--- src/rtl/pio_in_edge_capture.sv ---
// Avalon-MM input PIO: synchronised, debounced inputs with sticky edge capture and maskable level irq.
// Latency: input change sampled at edge k is visible in the data register at edge k+1+Nd; reads are zero-wait-state.
// Backpressure: none; the slave never stalls, and writes and reads complete in the cycle they are presented.
module pio_in_edge_capture #(
    parameter int WIDTH           = 8,
    parameter int DEBOUNCE_CYCLES = 4,
    parameter int EDGE_TYPE       = 0
) (
    input  logic             clk,
    input  logic             reset_n,
    input  logic [2:0]       address,
    input  logic             chipselect,
    input  logic             write_n,
    input  logic [31:0]      writedata,
    input  logic [WIDTH-1:0] in_port,
    output logic [31:0]      readdata,
    output logic             irq
);

    localparam int ND = (DEBOUNCE_CYCLES < 1) ? 1 : DEBOUNCE_CYCLES;
    localparam int CW = $clog2(ND) + 1;
    localparam logic [CW-1:0] CNT_LAST = CW'(ND - 1);

    localparam logic [2:0] ADDR_DATA = 3'd0;
    localparam logic [2:0] ADDR_MASK = 3'd2;
    localparam logic [2:0] ADDR_CAP  = 3'd3;

    logic [WIDTH-1:0] sync1;
    logic [WIDTH-1:0] sync2;
    logic [WIDTH-1:0] stable;
    logic [WIDTH-1:0] stable_nxt;
    logic [WIDTH-1:0] upd;
    logic [WIDTH-1:0] rise;
    logic [WIDTH-1:0] fall;
    logic [WIDTH-1:0] edge_set;
    logic [WIDTH-1:0] cap_clr;
    logic [WIDTH-1:0] irq_mask;
    logic [WIDTH-1:0] edge_capture;
    logic [CW-1:0]    cnt     [WIDTH];
    logic [CW-1:0]    cnt_nxt [WIDTH];
    logic             wr_strobe;
    logic             mask_we;
    logic             cap_we;
    logic             unused_wdata;

    assign wr_strobe    = chipselect & ~write_n;
    assign mask_we      = wr_strobe && (address == ADDR_MASK);
    assign cap_we       = wr_strobe && (address == ADDR_CAP);
    assign unused_wdata = ^writedata;

    // Any sample that returns to the stable level restarts the count, so a
    // pulse shorter than Nd cycles at sync2 can never be accepted.
    always_comb begin
        upd = '0;
        for (int i = 0; i < WIDTH; i++) begin
            cnt_nxt[i] = cnt[i];
            if (sync2[i] == stable[i]) begin
                cnt_nxt[i] = '0;
            end else if (cnt[i] == CNT_LAST) begin
                upd[i]     = 1'b1;
                cnt_nxt[i] = '0;
            end else begin
                cnt_nxt[i] = cnt[i] + CW'(1);
            end
        end
    end

    assign stable_nxt = stable ^ upd;
    assign rise       = upd & sync2;
    assign fall       = upd & ~sync2;

    always_comb begin
        edge_set = upd;
        if (EDGE_TYPE == 0) begin
            edge_set = rise;
        end else if (EDGE_TYPE == 1) begin
            edge_set = fall;
        end
    end

    assign cap_clr = cap_we ? writedata[WIDTH-1:0] : '0;

    always_ff @(posedge clk or negedge reset_n) begin
        if (!reset_n) begin
            sync1        <= '0;
            sync2        <= '0;
            stable       <= '0;
            irq_mask     <= '0;
            edge_capture <= '0;
            for (int i = 0; i < WIDTH; i++) begin
                cnt[i] <= '0;
            end
        end else begin
            sync1  <= in_port;
            sync2  <= sync1;
            stable <= stable_nxt;
            for (int i = 0; i < WIDTH; i++) begin
                cnt[i] <= cnt_nxt[i];
            end
            if (mask_we) begin
                irq_mask <= writedata[WIDTH-1:0];
            end
            // Set is applied after clear so a same-cycle edge survives the clear.
            edge_capture <= (edge_capture & ~cap_clr) | edge_set;
        end
    end

    always_comb begin
        readdata = '0;
        case (address)
            ADDR_DATA: readdata[WIDTH-1:0] = stable;
            ADDR_MASK: readdata[WIDTH-1:0] = irq_mask;
            ADDR_CAP:  readdata[WIDTH-1:0] = edge_capture;
            default:   readdata = '0;
        endcase
    end

    assign irq = |(edge_capture & irq_mask);

endmodule

--- config.mk ---
export PLATFORM = sky130hd
export DESIGN_NAME = pio_in_edge_capture
export DESIGN_NICKNAME = d
export VERILOG_FILES = /design/src/rtl/pio_in_edge_capture.sv
export SDC_FILE = /design/constraint.sdc
export NUM_CORES = 1
export LEC_CHECK = 0
export ABC_AREA = 0
export BUFFER_PORTS_ARGS = -buffer_cell sky130_fd_sc_hd__clkbuf_2
export CAP_MARGIN = 20
export CORE_MARGIN = 5
export CORE_UTILIZATION = 38
export CTS_CLUSTER_DIAMETER = 100
export DETAILED_ROUTE_END_ITERATION = 16
export GPL_TIMING_DRIVEN = 0
export PLACE_DENSITY = 0.58
export SLEW_MARGIN = 0
export SYNTH_ARGS = -nofsm -noshare
export SYNTH_HDL_FRONTEND = slang
export SYNTH_SLANG_ARGS = --single-unit
export TNS_END_PERCENT = 10
--- constraint.sdc ---
create_clock -name clk -period 2.7 [get_ports clk]
set_input_delay 0.54 -clock clk [delete_from_list [all_inputs] [get_ports clk]]
set_output_delay 0.54 -clock clk [all_outputs]
set_load 0.01 [all_outputs]
**Word level (Yosys, flattened, before mapping)**

Cells that the tools add are included.

- Add/sub/neg operators: 8
- Equal/unequal tests: 18
- Mux-type cells: 34
- Bitwise logic cells: 8
- Reductions and logical operators: 4

Operators by type and width:

| operator | count |
|---|---|
| 2-to-1 mux 3 bit | 16 |
| equality test 3 x 2 -> 1 bit (second input constant) | 10 |
| adder 3 x 1 -> 3 bit (second input constant) | 8 |
| AND 8 bit | 3 |
| case mux 8 bit (3 select lines) | 1 |
| 2-to-1 mux 1 bit | 16 |
| equality test 1 bit | 8 |
| 2-to-1 mux 8 bit | 1 |
| NOT 8 bit | 1 |
| OR 8 bit | 1 |
| OR reduction 8 bit | 1 |
| XOR 8 bit | 1 |
| logical NOT 3 bit | 1 |
| logical AND 1 bit | 2 |
| AND 1 bit | 1 |
| NOT 1 bit | 1 |

- Register bits: 64
- Output and inout port bits: 33
- Word-level logic and storage cells: 85

**Depth between registers and ports, before layout**

Gate-level depths: netlist (run 1).

- Depth after elaboration: 7
- Gate-level depth with buffers: 5
- Gate-level depth less buffers: 4

**Worst setup path after synthesis (run 1)**

Ideal clock, no wire load.

- Kind: input-to-output
- Start: input address[0]
- End: output readdata[7]
- Arrival time: 1341 ps
- Data required time: 2160 ps
- Slack: 819 ps
- Stages: 5
- Buffers on the path: 2
- Cells stage by stage: buf_6 -> buf_6 -> mux2_2 -> a22oi_1 -> nor2_1

- Cells in the longest elaborated chain, start to end: 2
- Elaborated cells between the ends (all ways): 4
- Classes of those cells: eq/ne (2); mux (1); reduce/logical (1)

Ends and longest elaborated chain:

| element | line | RTL |
|---|---|---|
| start: declaration | 11 | `input logic [2:0] address,` |
| equality test 3 x 2 -> 1 bit or logical NOT 3 bit (tied branches) | 110 | `case (address)` |
| case mux 8 bit (3 select lines) * | 110 |  |
| end: declaration | 16 | `output logic [31:0] readdata,` |

Every way passes the cells marked *; elsewhere a longest branch is shown, timed or not.

**Final worst setup path (run 1)**

- Start: input address[0]
- End: output readdata[0]

The elaborated chain is that of the path after synthesis.

==> flow_summary.toml, run 1 <==
[route]
met1_length_um = 2330
top_layer_used = "met4"
drtIter0Drc = 74
ant_nets = 0
dr_total_vias = 1706
dr.pass1.iters = 4
wire_per_inst_um = 12.6
wl_met3_um = 357
via_per_inst = 4.40
route.met2.wl_um = 2140
totalWireLength_um = 4900
route.detailed.drc = 0

[cts]
cts_tree = "yes"
clockRootBuffer = "clkbuf_8"
ctsHoldBuffers = 0
cts_setup_buffers = 0
cts.sinks = 64
cts_resized = 0
clock_path_buffers = 2
numCtsBuffers = 9
ctsHtreeMaxLevel = 3
clk_pin_slew_ns = 0.06
clock_insertion_delay_worst_skew_ns = 0.33

[place]
io_buffer_count = 28
dp_cells = 374
finalWeightedCongestion = 0.707
dpl_cell_area_um2 = 3170
place_hpwl_um = 3440

[grt]
grt_max_degree = 65
grt_usage_pct = 12.0
antenna_found_initial = 0
grt_pass1_wl_um = 8120
overflow = 0
grt_pass1_vias = 1704

[power_and_ir_drop]
p_seq_share_pct = 50.5
finalPower_mw = 2.77
leakagePower_nw = 1.61
cell_internal_pwr_mw = 1.95
peakVddDrop_mv = 0.361
p_per_area_nw_per_um2 = 832
switching_share_pct = 29.5
p_clk_share_pct = 24.1
p_switching_uw = 816
combPwrFrac_pct = 25.4

[die]
die_width_um = 96.1
die_area_um2 = 9240
pin_count = 80
core_area_um2 = 7250
chipHeight_um = 96.1
rows = 31
initial_core_util_pct = 38.8

[worst_hold_path]
min_path_type = "input pin to flop"

[sta]
finalHoldViolCount = 0
rsz0062_at_grt = "false"
finClkSkew_ns = 0.00567
fin_setup_tns_ns = 0
report.final.slew_viol_count = 0
fmax_mhz = 468
fin_crit_ns = 2.14
setup_viol = 0
slew_headroom_pct = 41.8
hold_slack_ns = 0.312
period_share_pct = 79.2
tightest_slew_ns = 0.873

[cells_and_area]
layout_commonest_cell = "dfrtp_1"
antenna_cells = 0
syn_to_final_growth_pct = 18.0
post-route-cell-area_um2 = 3320
drive_gt1_share_pct = 32.5
layout.cells.non_filler = 388
regArea_um2 = 1600
num-nets-final = 341
fill_cells = 708
multiInputGateArea_um2 = 1060
layout_common_cells = "dfrtp_1 (64), clkbuf_2 (27), buf_4 (25), mux2_2 (24), conb_1 (24)"

[synth]
synthSimpleGateAreaFrac_pct = 13.9
synth_area_um2 = 2820
netlist-cell-type-count = 21
ys_ff_latch = 64
synth_compound_area_share_pct = 4.97
syn_area_per_cell_um2 = 12.6
syn-instance-count = 224
synth_fa_ha_area_share_pct = 3.55
synth_top_family_by_area = "simple AND/OR/NAND/NOR gates"
ys_warn_count = 0
synth-xor-area-share_pct = 2.49
synth.area.mux_share_pct = 9.59
synth_seq_area_share_pct = 56.8

[worst_setup_path]
slowest_delay_ns = 0.33
startpoint_type = "input pin"
end_kind = "primary output"
cp_data_required_time_ns = 2.16
cpMaxStageDelayCell = "nor2_2"
path_max_fanout = 10
crit_top_cell = "buf_6"
criticalPathCategory = "input pin to primary output"
critPathArrivalTime_ns = 1.60
worstPathCellList = "buf_6, buf_6, nor2_2, a22oi_1, nor2_1, clkbuf_2"

[status]
status = "completed"

[flow_run]
drv_cap = 0
## area by class of cell
class	instances	share of cell area (%)
Sequential cell	64	48.2
Tap cell	99	3.73
Inverter	2	0.226
Clock buffer	13	4.48
Buffer	29	7.00
Multi-Input combinational cell	152	32.0
Clock inverter	1	0.151
Timing Repair Buffer	28	4.29
## power by group through the flow
stage	logic (mW)	registers, mW	clock network (mW)
final	0.701	1.40	0.667
after global routing	0.813	1.43	0.740
after CTS	0.714	1.40	0.694
after detailed placement	0.711	1.41	0
after global placement	0.685	1.40	0
after floorplan	0.557	1.36	0
## metal layers
layer / vias up / global-route usage [%]
li1: 848 / -
met1: 796 / 16.1
met2: 55 / 17.6
met3: 7 / 4.77
met4: 0 / 4.27
met5: - / 0
## kinds of logic (layout without fill, tap and decap cells)
group | count (synthesis) | count (layout)
XOR/XNOR | 8 | 8
flip-flops | 64 | 64
buffers and inverters | 31 | 73
adder cells (fa/ha/maj) | 8 | 8
AO/OA/AOI/OAI | 22 | 22
AND/OR/NAND/NOR | 66 | 66
other | 1 | 24
multiplexers | 24 | 24
## synthesized netlist by cell type, drive strengths merged
master   instances  area share (%)
nand2b           4            0.89
mux2            24             9.6
dfrtp           64              57
conb             1            0.13
nor3b           14             3.7
nor2            10             2.0
buf             29             8.3
xnor2            8             2.5
nor3             8             1.4
nand3b           6             1.6
nand2           14             1.9
a22oi           12             3.2
ha               8             3.6
inv              2            0.27
o21ai           10             1.8
nand4            1            0.22
nor2b            8             1.8
nand4bb          1            0.40
## worst paths after layout
| check | start | end | slack (ns) | cells after the start |
|---|---|---|---|---|
| worst min-delay path | in_port[3] | sync1[3] | 0.31 | 1 |
| min in group asynchronous | reset_n | sync1[3] | 0.36 | 1 |
| worst max register to register | cnt[6] | flop | 1.39 | 3 |
| max in group asynchronous | reset_n | cnt[3] | 1.79 | 1 |
| worst min register to register | sync1[0] | sync2[0] | 0.35 | 0 |
| worst max-delay path | address[0] | readdata[0] | 0.56 | 6 |
## critical path: cells and delay by family
family          cells  cell delay, ns
compound gates      1            0.17
buf+inv             3            0.43
simple gates        2            0.46
## stage by stage
stage	util [%]	setup WS, ns
final	45.8	0.562
after CTS	45.8	0.512
after global routing	45.8	0.432
after detailed placement	43.7	0.510
after floorplan	-	0.819
after global placement	43.7	0.517
No activity file was read; power rests on OpenSTA's default activity.
==> inputs of run 2 (changes only) <==
--- a/config.mk
+++ b/config.mk
@@ -5,7 +5,7 @@
 export SDC_FILE = /design/constraint.sdc
 export NUM_CORES = 1
 export LEC_CHECK = 0
-export ABC_AREA = 0
+export ABC_AREA = 1
 export BUFFER_PORTS_ARGS = -buffer_cell sky130_fd_sc_hd__clkbuf_2
 export CAP_MARGIN = 20
 export CORE_MARGIN = 5
@@ -13,7 +13,7 @@
 export CTS_CLUSTER_DIAMETER = 100
 export DETAILED_ROUTE_END_ITERATION = 16
 export GPL_TIMING_DRIVEN = 0
-export PLACE_DENSITY = 0.58
+export PLACE_DENSITY = 0.61
 export SLEW_MARGIN = 0
 export SYNTH_ARGS = -nofsm -noshare
 export SYNTH_HDL_FRONTEND = slang
==> constraint.sdc (replaced) <==
create_clock -name clk -period 1.8 [get_ports clk]
set_input_delay 0.36 -clock clk [delete_from_list [all_inputs] [get_ports clk]]
set_output_delay 0.36 -clock clk [all_outputs]
set_load 0.01 [all_outputs]
==> flow_summary.toml, run 2 <==
[cts]
clockRootBuffer = "clkbuf_8"
clk_pin_slew_ns = 0.08
numCtsBuffers = 9
clock_insertion_delay_worst_skew_ns = 0.34
cts.sinks = 64
cts_tree = "yes"
ctsHtreeMaxLevel = 3
cts_resized = 0
clock_path_buffers = 2

[sta]
fin_crit_ns = 1.67
tightest_slew_ns = 0.863
report.final.slew_viol_count = 0
fin_setup_tns_ns = 0
slew_headroom_pct = 42.5
rsz0062_at_grt = "false"
setup_slack_ns = 0.132
finalHoldViolCount = 0
period_share_pct = 92.7
setup_viol = 0
fmax_mhz = 599
finClkSkew_ns = 0.0103

[synth]
synthFlopType = "dfrtp_1"
syn-instance-count = 305
post-synth-top-count-cell = "nand2_1"
yosysTopAreaCellShare_pct = 56.4
synth_seq_area_share_pct = 56.4
netlist_top_cells_count = "nand2_1 (82), dfrtp_1 (64), nor2_1 (29)"
ys_ff_latch = 64
ys_warn_count = 0
syn_area_per_cell_um2 = 9.32
netlist-cell-type-count = 19
async_flop_share_pct = 100
synth_area_um2 = 2840
synthTopCellsByArea = "dfrtp_1 (56%), nand2_1 (11%), buf_4 (6.6%)"
synth-edff-count = 0
synth.largest_area_cell = "dfrtp_1"

[place]
finalWeightedCongestion = 0.760
io_buffer_count = 31
dpl_cell_area_um2 = 3210
place_hpwl_um = 3930
dp_slack_ns = 0.0489

[cells_and_area]
antenna_cells = 0
num-nets-final = 426
syn_to_final_growth_pct = 19.8
layout_commonest_cell = "nand2_1"
layout_common_cells = "nand2_1 (82), dfrtp_1 (64), clkbuf_2 (30), nor2_1 (29), nand3_1 (28)"
drive_gt1_share_pct = 21.0
post-route-cell-area_um2 = 3400

[route]
ant_nets = 0
wire_per_inst_um = 11.6
via_per_inst = 4.41
dr_total_vias = 2094
drtIter0Drc = 80
totalWireLength_um = 5520
route.detailed.drc = 0
dr.pass1.iters = 4

[power_and_ir_drop]
peakVddDrop_mv = 0.550
leakagePower_nw = 1.78
p_per_area_nw_per_um2 = 1240

[flow_run]
drv_cap = 0

[die]
initial_core_util_pct = 39.2
core_area_um2 = 7250
chipHeight_um = 96.5
pin_count = 80
rows = 31
die_area_um2 = 9310
die_width_um = 96.5

[worst_setup_path]
criticalPathCategory = "input pin to primary output"
cpMaxStageDelayCell = "nor2_4"
path_max_fanout = 10
critPathArrivalTime_ns = 1.31
slowest_delay_ns = 0.23
worstPathCellList = "clkbuf_2, nand2_1, nor2_4, buf_6, nand2_1, nand3_1, clkbuf_2"
startpoint_type = "input pin"
critPathBufInv = 3
end_kind = "primary output"
cp_data_required_time_ns = 1.44
critical_path.top_delay_family = "simple AND/OR/NAND/NOR gates"

[grt]
grt_pass1_wl_um = 9620
grt_pass1_vias = 2023
overflow = 0
grt_usage_pct = 13.9
antenna_found_initial = 0
grt_max_degree = 65

[worst_hold_path]
min_path_type = "input pin to flop"

[status]
status = "completed"
run 2: changes by cell type in the layout (fill, tap and decap cells not counted), sizes merged, moves of 3 or more:
| cell | before | now |
|---|---|---|
| nor3b | 14 | 0 |
| mux2 | 24 | 0 |
| nand3b | 6 | 0 |
| nor2 | 10 | 31 |
| a22oi | 12 | 0 |
| inv | 2 | 23 |
| clkinv | 1 | 4 |
| nor3 | 8 | 11 |
| nand4 | 1 | 8 |
| nor2b | 8 | 0 |
| nand2b | 4 | 0 |
| nand3 | 0 | 29 |
| nand2 | 14 | 82 |
run 2: what timing repair did:
item | in CTS | in global routing
endpoints found under the setup margin | 0 | 7
buffers inserted | 0 | 1
hold buffers | 0 | 0
run 2: metal layers:
layer,track usage [%],part of all wire (%)
met3,4.49,7.4
met5,0,0
met4,5.61,1.4
met2,20.5,45
met1,19.0,47
run 2: cell type report:
type | instances | area, um^2
Clock buffer | 10 | 128
Fill cell | 717 | 3850
Clock inverter | 6 | 60.1
Inverter | 24 | 90.1
Sequential cell | 64 | 1600
Timing Repair Buffer | 32 | 165
Tap cell | 99 | 124
Multi-Input combinational cell | 213 | 1030
Buffer | 27 | 210
run 2: cell families after synthesis:
kind of cell	share of synthesized area, %
XOR/XNOR	2.47
flip-flops	56.4
other	0.132
AND/OR/NAND/NOR	24.8
AO/OA/AOI/OAI	2.11
buffers and inverters	10.6
adder cells (fa/ha/maj)	3.52
run 2: per-stage QoR:
stage | instances | hold WS, ns | utilization [%] | total power, mW
detailed placement | 458 | 0.336 | 44.2 | 3.08
floorplan | 328 | 0.0644 | - | 2.77
CTS | 474 | 0.106 | 46.8 | 4.28
global route | 475 | 0.0955 | 46.9 | 4.59
global placement | 458 | 0.334 | 44.2 | 3.02
finish | 475 | 0.125 | 46.9 | 4.21
run 2: final timing paths:
path	slack (ns)	to	cells after the start	from
min in group asynchronous	0.17	sync1[5]	1	reset_n
hold reg to reg	0.34	sync2[4]	0	sync1[4]
setup / recovery	0.13	readdata[2]	7	address[0]
hold / removal	0.13	sync1[7]	1	in_port[7]
max in group asynchronous	1.08	edge_capture[7]	1	reset_n
setup reg to reg	0.76	cnt[12]	4	cnt[12]
run 2: power by group:
part,total [mW],internal (mW),leakage [nW],switching [mW]
combinational,0.969,0.414,0.896,0.555
clock,1.17,0.632,0.0920,0.538
sequential,2.07,1.81,0.791,0.260
run 2: worst reg2reg max path: stages, from the launching register on:
cell and delay (ns):
dfrtp_1 0.39, ha_1 0.21, nand2_1 0.12, inv_1 0.07, nor3_1 0.17
==> inputs of run 3 (changes only) <==
--- a/config.mk
+++ b/config.mk
@@ -13,7 +13,7 @@
 export CTS_CLUSTER_DIAMETER = 100
 export DETAILED_ROUTE_END_ITERATION = 16
 export GPL_TIMING_DRIVEN = 0
-export PLACE_DENSITY = 0.61
+export PLACE_DENSITY = 0.62
 export SLEW_MARGIN = 0
 export SYNTH_ARGS = -nofsm -noshare
 export SYNTH_HDL_FRONTEND = slang
==> flow_summary.toml, run 3 (synthesized netlist as in run 2, its figures left out) <==
[grt]
grt_pass1_vias = 1980
antenna_found_initial = 0
grt_usage_pct = 12.6
grt_pass1_wl_um = 8830
overflow = 0
grt_max_degree = 65

[die]
die_width_um = 96.5
pin_count = 80
initial_core_util_pct = 39.2
die_area_um2 = 9310
chipHeight_um = 96.5
rows = 31
core_area_um2 = 7250

[route]
route.detailed.drc = 0
totalWireLength_um = 5250
ant_nets = 0
via_per_inst = 4.28
dr_total_vias = 2030
dr.pass1.iters = 4
drtIter0Drc = 90
wire_per_inst_um = 11.1

[worst_setup_path]
end_kind = "primary output"
path_max_fanout = 10
critPathBufInv = 3
critPathArrivalTime_ns = 1.28
cpMaxStageDelayCell = "nor2_4"
worstPathCellList = "clkbuf_2, nand2_1, nor2_4, buf_6, nand2_1, nand3_1, clkbuf_2"
cp_data_required_time_ns = 1.44
criticalPathCategory = "input pin to primary output"
critical_path.top_delay_family = "simple AND/OR/NAND/NOR gates"
slowest_delay_ns = 0.20
startpoint_type = "input pin"

[cells_and_area]
layout_commonest_cell = "nand2_1"
syn_to_final_growth_pct = 18.4
num-nets-final = 426
post-route-cell-area_um2 = 3360
layout_common_cells = "nand2_1 (82), dfrtp_1 (64), clkbuf_2 (30), nor2_1 (29), nand3_1 (28)"
layout.cells.non_filler = 474
final_util_pct = 46.4
antenna_cells = 0
fill_cells = 706
drive_gt1_share_pct = 19.7

[power_and_ir_drop]
leakagePower_nw = 1.76
peakVddDrop_mv = 0.719
p_per_area_nw_per_um2 = 1190
finalPower_mw = 4.01

[cts]
clockRootBuffer = "clkbuf_8"
numCtsBuffers = 9
cts.sinks = 64
cts_tree = "yes"
clock_path_buffers = 2
cts_resized = 0
clock_insertion_delay_worst_skew_ns = 0.33
clk_pin_slew_ns = 0.06
ctsHtreeMaxLevel = 3

[sta]
hold_slack_ns = 0.128
finClkSkew_ns = 0.00387
tightest_slew_ns = 0.863
setup_viol = 0
finalHoldViolCount = 0
slew_headroom_pct = 42.5
fmax_mhz = 611
rsz0062_at_grt = "false"
period_share_pct = 90.9
report.final.slew_viol_count = 0
fin_crit_ns = 1.64

[place]
dp_cells = 458
dpl_cell_area_um2 = 3210
place_hpwl_um = 3820
io_buffer_count = 31
finalWeightedCongestion = 0.784

[status]
status = "completed"

[worst_hold_path]
min_path_type = "input pin to flop"

[flow_run]
drv_cap = 0
## run 3: cell types whose count changed in the layout (fill, tap and decap cells not counted)
cell,before,now
clkbuf_1,1,5
bufinv_16,1,0
clkinvlp_4,2,0
clkinv_2,3,1
## run 3: report_power, final
part / total (mW) / internal [mW] / switching [mW]
registers: 2.06 / 1.81 / 0.256
clock network: 0.981 / 0.492 / 0.488
logic: 0.962 / 0.415 / 0.547
total: 4.01 / 2.72 / 1.29
## run 3: worst paths after layout
check,from,to,slack (ns),cells past startpoint
setup / recovery,address[0],readdata[2],0.16,7
hold / removal,in_port[4],sync1[4],0.13,1
setup reg to reg,cnt[12],cnt[12],0.73,4
hold reg to reg,sync1[0],sync2[0],0.35,0
max in group asynchronous,reset_n,sync1[7],1.08,1
min in group asynchronous,reset_n,cnt[14],0.16,1
## run 3: layout make-up
cell class	count	area, um^2	share of cell area (%)
flip-flops and latches	64	1600	47.6
clock buffers	14	143	4.24
repair buffers	32	165	4.91
plain buffers	27	210	6.25
clock inverters	1	5.00	0.149
well taps	99	124	3.68
multi-input cells	213	1030	30.5
inverters	24	90.1	2.68
## run 3: per-stage QoR
step	worst slack, ns	setup TNS (ns)
3_3_place_gp	-0.0321	-1.81
3_5_place_dp	0.0706	0
6_report	0.163	0
2_1_floorplan	0.500	0
5_1_grt	0.0802	0
4_1_cts	0.0632	0
## run 3: repair_timing
item | CTS | global route
buffers inserted | 0 | 1
hold buffers | 0 | 0
endpoints found under the hold margin | 0 | 0
setup endpoints to repair | 0 | 6
## run 3: worst register-to-register path, delay by kind of cell (launching register included)
kind	cells	cell delay, ns
and+or+nand+nor	2	0.32
buffers and inverters	1	0.07
adders and majority gates	1	0.21
DFF	1	0.38
## run 3: routing by layer
layer / global-route usage (%) / up-vias / wire [um]
met1: 16.0 / 901 / 2320
met4: 3.86 / 0 / 55
met2: 19.6 / 62 / 2400
met5: 0 / - / 0
li1: - / 1060 / -
met3: 5.19 / 7 / 479
